<file path="config.mk">
export PLATFORM = sky130hd
export DESIGN_NAME = seg_display_sched
export DESIGN_NICKNAME = d
export VERILOG_FILES = /design/src/rtl/seg_sched_pkg.sv /design/src/rtl/rr_arbiter.sv /design/src/rtl/seg_display_sched.sv
export SDC_FILE = /design/constraint.sdc
export NUM_CORES = 1
export LEC_CHECK = 0
export CAP_MARGIN = 20
export CORE_MARGIN = 8
export CORE_UTILIZATION = 42
export DETAILED_ROUTE_END_ITERATION = 16
export GPL_ROUTABILITY_DRIVEN = 0
export PLACE_DENSITY = 0.93
export SLEW_MARGIN = 20
export SYNTH_ARGS = -nofsm -noshare
export SYNTH_HDL_FRONTEND = slang
export SYNTH_SLANG_ARGS = --single-unit
</file>
<file path="constraint.sdc">
create_clock -name HCLK -period 2.4 [get_ports HCLK]
set_clock_uncertainty 0.05 [all_clocks]
set_input_delay 0.24 -clock HCLK [delete_from_list [all_inputs] [get_ports HCLK]]
set_output_delay 0.24 -clock HCLK [all_outputs]
set_load 0.02 [all_outputs]
</file>
<file path="src/rtl/seg_sched_pkg.sv">
// rtl/seg_sched_pkg.sv - shared types and constants for the display update scheduler
// Purpose: scheduler state encoding, register offsets within the display
//          peripheral, and AHB-Lite encodings used by the scheduler.
// Ports:   none (package).
package seg_sched_pkg;

  typedef enum logic [2:0] {
    ST_IDLE,
    ST_A_FRAC,
    ST_A_INT,
    ST_A_MODE,
    ST_D_MODE,
    ST_DONE
  } state_t;

  localparam logic [31:0] FRAC_OFS = 32'h0000_0000;
  localparam logic [31:0] INT_OFS  = 32'h0000_0004;
  localparam logic [31:0] MODE_OFS = 32'h0000_0008;

  localparam logic [1:0] HTRANS_IDLE   = 2'b00;
  localparam logic [1:0] HTRANS_NONSEQ = 2'b10;
  localparam logic [2:0] HSIZE_WORD    = 3'b010;
  localparam logic [2:0] HBURST_SINGLE = 3'b000;

endpackage

</file>
<file path="src/rtl/rr_arbiter.sv">
// rtl/rr_arbiter.sv - combinational round-robin pick among requesters
// Purpose: picks the first active request after the last-granted channel,
//          wrapping around; the pointer itself is owned by the caller.
// Ports:   i_req   - request vector
//          i_last  - index of the channel granted last
//          o_grant - one-hot grant
//          o_valid - any request picked
module rr_arbiter #(
  parameter int N_REQ = 4
) (
  input  logic [N_REQ-1:0]         i_req,
  input  logic [$clog2(N_REQ)-1:0] i_last,
  output logic [N_REQ-1:0]         o_grant,
  output logic                     o_valid
);

  always_comb begin
    o_grant = '0;
    o_valid = 1'b0;
    // Channels above the last grant take precedence, then wrap to the rest.
    for (int j = 0; j < N_REQ; j++) begin
      if (!o_valid && i_req[j] && (j > int'(i_last))) begin
        o_grant[j] = 1'b1;
        o_valid    = 1'b1;
      end
    end
    for (int j = 0; j < N_REQ; j++) begin
      if (!o_valid && i_req[j] && (j <= int'(i_last))) begin
        o_grant[j] = 1'b1;
        o_valid    = 1'b1;
      end
    end
  end

endmodule

</file>
<file path="src/rtl/seg_display_sched.sv">
// rtl/seg_display_sched.sv - round-robin AHB-Lite writer feeding the seven-segment display
// Purpose: grants one requester at a time, captures its fraction/integer/mode
//          triple and writes it to the display's three store registers with
//          three pipelined single write transfers, then enforces a hold time.
// Ports:   HCLK, HRESET       - clock, synchronous active-high reset
//          req/ack/busy       - per-requester handshake, update in progress
//          frac_in/int_in/mode_in - per-requester packed values
//          HADDR..HWDATA      - AHB-Lite master outputs, HREADY input
module seg_display_sched
  import seg_sched_pkg::*;
#(
  parameter int          N_REQ       = 4,
  parameter logic [31:0] BASE_ADDR   = 32'hA000_0000,
  parameter int          HOLD_CYCLES = 1024
) (
  input  logic                HCLK,
  input  logic                HRESET,
  input  logic [N_REQ-1:0]    req,
  input  logic [N_REQ*8-1:0]  frac_in,
  input  logic [N_REQ*12-1:0] int_in,
  input  logic [N_REQ*4-1:0]  mode_in,
  output logic [N_REQ-1:0]    ack,
  output logic                busy,
  output logic [31:0]         HADDR,
  output logic [1:0]          HTRANS,
  output logic                HWRITE,
  output logic [2:0]          HSIZE,
  output logic [2:0]          HBURST,
  output logic [31:0]         HWDATA,
  input  logic                HREADY
);

  localparam int PW = $clog2(N_REQ);
  localparam int HW = (HOLD_CYCLES > 1) ? $clog2(HOLD_CYCLES + 1) : 1;

  state_t           r_state;
  logic [N_REQ-1:0] r_grant;
  logic [PW-1:0]    r_gidx;
  logic [PW-1:0]    r_last;
  logic [HW-1:0]    r_hold;
  logic [7:0]       r_frac;
  logic [11:0]      r_int;
  logic [3:0]       r_mode;
  logic [N_REQ-1:0] r_ack;
  logic             r_busy;
  logic [31:0]      r_haddr;
  logic [1:0]       r_htrans;
  logic             r_hwrite;
  logic [31:0]      r_hwdata;

  logic [N_REQ-1:0] w_grant;
  logic             w_valid;
  logic [PW-1:0]    w_idx;
  logic [7:0]       w_frac;
  logic [11:0]      w_int;
  logic [3:0]       w_mode;
  logic             w_hold_ok;

  rr_arbiter #(.N_REQ(N_REQ)) u_arb (
    .i_req   (req),
    .i_last  (r_last),
    .o_grant (w_grant),
    .o_valid (w_valid)
  );

  always_comb begin
    w_idx  = '0;
    w_frac = '0;
    w_int  = '0;
    w_mode = '0;
    for (int j = 0; j < N_REQ; j++) begin
      if (w_grant[j]) begin
        w_idx  = PW'(j);
        w_frac = frac_in[j*8 +: 8];
        w_int  = int_in[j*12 +: 12];
        w_mode = mode_in[j*4 +: 4];
      end
    end
  end

  // The counter reaches zero on the same edge that issues the grant, so the
  // next address phase lands exactly HOLD_CYCLES+1 cycles after the ack.
  assign w_hold_ok = (r_hold <= HW'(1));

  always_ff @(posedge HCLK) begin
    if (HRESET) begin
      r_state  <= ST_IDLE;
      r_grant  <= '0;
      r_gidx   <= '0;
      r_last   <= PW'(N_REQ - 1);
      r_hold   <= '0;
      r_frac   <= '0;
      r_int    <= '0;
      r_mode   <= '0;
      r_ack    <= '0;
      r_busy   <= 1'b0;
      r_haddr  <= '0;
      r_htrans <= HTRANS_IDLE;
      r_hwrite <= 1'b0;
      r_hwdata <= '0;
    end else begin
      r_ack <= '0;
      if (r_hold != '0) r_hold <= r_hold - 1'b1;
      case (r_state)
        ST_IDLE: begin
          if (w_hold_ok && w_valid) begin
            r_state  <= ST_A_FRAC;
            r_grant  <= w_grant;
            r_gidx   <= w_idx;
            r_frac   <= w_frac;
            r_int    <= w_int;
            r_mode   <= w_mode;
            r_busy   <= 1'b1;
            r_htrans <= HTRANS_NONSEQ;
            r_hwrite <= 1'b1;
            r_haddr  <= BASE_ADDR + FRAC_OFS;
            r_hwdata <= '0;
          end
        end
        ST_A_FRAC: begin
          if (HREADY) begin
            r_state  <= ST_A_INT;
            r_haddr  <= BASE_ADDR + INT_OFS;
            r_hwdata <= {24'b0, r_frac};
          end
        end
        ST_A_INT: begin
          if (HREADY) begin
            r_state  <= ST_A_MODE;
            r_haddr  <= BASE_ADDR + MODE_OFS;
            r_hwdata <= {20'b0, r_int};
          end
        end
        ST_A_MODE: begin
          if (HREADY) begin
            r_state  <= ST_D_MODE;
            r_htrans <= HTRANS_IDLE;
            r_hwrite <= 1'b0;
            r_haddr  <= '0;
            r_hwdata <= {28'b0, r_mode};
          end
        end
        ST_D_MODE: begin
          if (HREADY) begin
            r_state  <= ST_DONE;
            r_hwdata <= '0;
            r_ack    <= r_grant;
          end
        end
        ST_DONE: begin
          r_state <= ST_IDLE;
          r_busy  <= 1'b0;
          r_grant <= '0;
          r_last  <= r_gidx;
          r_hold  <= HW'(HOLD_CYCLES);
        end
        default: r_state <= ST_IDLE;
      endcase
    end
  end

  assign ack    = r_ack;
  assign busy   = r_busy;
  assign HADDR  = r_haddr;
  assign HTRANS = r_htrans;
  assign HWRITE = r_hwrite;
  assign HWDATA = r_hwdata;
  assign HSIZE  = HSIZE_WORD;
  assign HBURST = HBURST_SINGLE;

endmodule

</file>
==> Implementation_results.wiki <==
{| class="wikitable"
! Metric !! Value
|-
| Type of origin of the critical path || flip-flop
|-
| Classification of the worst setup path || flip-flop to flip-flop
|-
| Most repeated cell in the gate-level netlist after synthesis || dfxtp_1
|-
| Cell chosen for the clock root || clkbuf_8
|-
| Arr. time, crit path || 2.41 ns
|-
| Post-synth EDFFs || 0
|-
| Antenna violations before repair || 0
|-
| Largest net degree at the start of global routing || 39
|-
| Clock latency at the later pin of the worst-skew pair || ~0.35 ns
|-
| Io pins || approximately 180
|-
| Core area || ~9300 um^2
|-
| Worst max-slew margin expressed relative to the limit || 54.5%
|-
| Number of buffers inserted by port buffering || about 130
|-
| Final setup violating endpoints || 0
|-
| Detailed-route DRC error count || 0
|-
| TritonCTS Buffers || 9
|-
| Type of element capturing the critical path || flip-flop
|-
| Post-synthesis area per instance || 8.07 um^2
|-
| Yosys cell types || 50
|-
| Top post-synthesis cells by count || 67 x dfxtp_1, 60 x buf_4, 45 x inv_1, 44 x nor2_1
|-
| Seq. cell area || 1340 um^2
|-
| Maximum achievable frequency || 0.453 GHz
|-
| Die Width || 114 um
|-
| Post-route setup TNS || 0 ns
|-
| Post-DR vias/cell || approximately 5.2
|-
| Pwr/cell area || ~800 nW/um^2
|-
| Minimum period implied by the final worst setup slack || around 2.2 ns
|-
| Final-report max-slew violation count || 0
|-
| Largest area contributor in the netlist || dfxtp_1
|-
| Post-CTS setup-driven buffer insertion count || 0
|-
| Drt total wl || 12.1 mm
|-
| DR vias || 3901
|-
| Placement row count || 35
|-
| Height of the chip || around 110 um
|-
| Max rail drop VDD || between 0.4 and 0.5 mV
|-
| Number of global-route vias before repair || roughly 4000
|-
| Async set-or-reset flop fraction in the synthesized netlist || 0%
|-
| Final count of hold timing violations || 0
|-
| Final-layout fill cell count || between 800 and 900
|-
| Max-cap violations || 0
|-
| Number of design-rule violations left by the first detailed-router iteration || ~280
|-
| Share of the cycle needed by the critical path after routing || 92.0%
|-
| Detailed-router iteration count before antenna repair || 5
|-
| Layout net count || just over 700
|-
| HPWL after detailed placement || about 9.6 mm
|-
| Gr usage total || a little under a fifth
|-
| Type of the tightest min-delay check || primary input to flip-flop
|-
| Number of synthesis warnings || 0
|-
| Most instantiated flip-flop cell in the synthesis netlist || dfxtp_1
|-
| Die Outline Area || roughly 13000 um^2
|-
| RSZ-0062 raised after global routing || false
|-
| Area fraction of the dominant cell type after synthesis || between 30 and 40%
|-
| Clock slew seen by the registers of the worst setup and hold paths || approximately 0.070 ns
|-
| Leakage || approximately 2.1 nW
|-
| Final antenna-violating net count || 0
|-
| CP required || about 2.6 ns
|-
| Biggest area contributors in the synthesized netlist || dfxtp_1 33%, buf_4 11%, inv_1 4.2%
|-
| Avg WL per Cell || 16.3 um
|-
| Tightest Pin Transition || roughly 0.68 ns
|-
| Part of the Yosys area used for sequential elements || between 30% and 40%
|-
| Multi-input gate area in the final layout || about 2100 um^2
|-
| Starting Density || 43.4%
|-
| Number of synthesized register bits || 67
|-
| Post-cts hold buffer count || 0
|-
| Deepest level of the CTS H-tree || 3
|-
| Status || completed
|-
| Area growth, synth to finish || 32.8%
|-
| First-pass GRT wire length || around 19 mm
|-
| Number of sinks on the clock net || 67
|-
| Critical path peak fanout || 35
|-
| Proportion of layout cells with a drive suffix above 1 || about 6.3%
|-
| Cells after synthesis || 500
|-
| Final design utilization || between 50 and 60%
|-
| TritonCTS clock tree || built
|-
| Number of buffers on the longest clock path || 2
|-
| Resized cells post-CTS || 0
|-
| Antenna diodes || 0
|-
| Total standard cell area after synthesis || between 4000 and 5000 um^2
|-
| Congestion Overflow GR || 0
|}
## worst max-delay path, cell delays in order (launching register included)
cell	delay [ns]
dfxtp_1	0.36
nor4_4	0.38
nand3_2	0.21
nor2_4	0.58
o21ai_0	0.23
o31ai_1	0.28
## flip-flops by register name, summed over array words and instances, names as in the netlist
signal / cells
ack: 4
HADDR: 3
r_grant: 4
HWDATA: 12
r_hold: 11
r_mode: 4
HWRITE: 1
r_int: 12
r_state: 3
r_last: 2
busy: 1
r_gidx: 2
r_frac: 8
## per-layer routing
layer | track usage, % | share of wire (%) | vias to the layer above
met3 | 5.44 | 7.3 | 30
met4 | 7.63 | 2.6 | 0
met2 | 30.4 | 49 | 195
met5 | 0 | 0 | -
met1 | 20.9 | 42 | 1804
li1 | - | - | 1872
## final timing paths
| path | start | end | slack [ns] | cells after the start |
|---|---|---|---|---|
| hold / removal | HRESET | r_grant[0] | 0.37 | 2 |
| setup reg to reg | r_hold[4] | r_frac[0] | 0.19 | 5 |
| hold reg to reg | busy | busy | 0.41 | 2 |
| setup / recovery | r_hold[4] | r_frac[0] | 0.19 | 5 |
## cells by family after synthesis
kind of cell | synth area share, %
flip-flops | 33.3
buffers and inverters | 19.1
other | 0.186
multiplexers | 3.10
XOR/XNOR | 2.17
adder cells (fa/ha/maj) | 0.620
AND/OR/NAND/NOR | 17.7
AO/OA/AOI/OAI | 23.8
## final cells by class
type | count | area share (%)
multi-input combinational | 348 | 39.8
clock buffer | 14 | 3.04
clock inverter | 2 | 0.187
sequential | 67 | 25.1
timing repair buffer | 139 | 25.7
inverter | 45 | 3.15
tap | 129 | 3.01
## through the flow
step / area, um^2 / total power, mW / instances / hold WS, ns / setup WS [ns]
floorplan: 4230 / 2.98 / 553 / 0.376 / 0.679
global placement: 5170 / 3.37 / 728 / 0.393 / -0.0428
detailed placement: 5170 / 3.45 / 728 / 0.399 / -0.159
CTS: 5340 / 4.28 / 744 / 0.344 / 0.152
global route: 5350 / 4.58 / 744 / 0.382 / 0.0134
finish: 5350 / 4.29 / 744 / 0.366 / 0.192
## power by group
group	switching, mW	internal (mW)
clock network	0.407	0.429
logic	1.11	0.816
registers	0.174	1.35
total	1.69	2.59
## layout by cell type, fill, tap and decap left out, types with 5 or more instances in the layout
cell / n
clkbuf_8: 11
nand2b_1: 5
buf_4: 12
o21ai_0: 21
nand2_1: 13
xor2_1: 8
nor3_1: 8
nand3b_1: 22
o32ai_1: 19
a21oi_1: 20
dfxtp_1: 67
nor2_1: 43
a311oi_1: 6
nand3_1: 17
mux2i_1: 8
a22oi_1: 16
inv_1: 45
clkdlybuf4s50_1: 124
conb_1: 55
o31ai_1: 21
a211oi_1: 21
(Power assumes the default switching activity.)
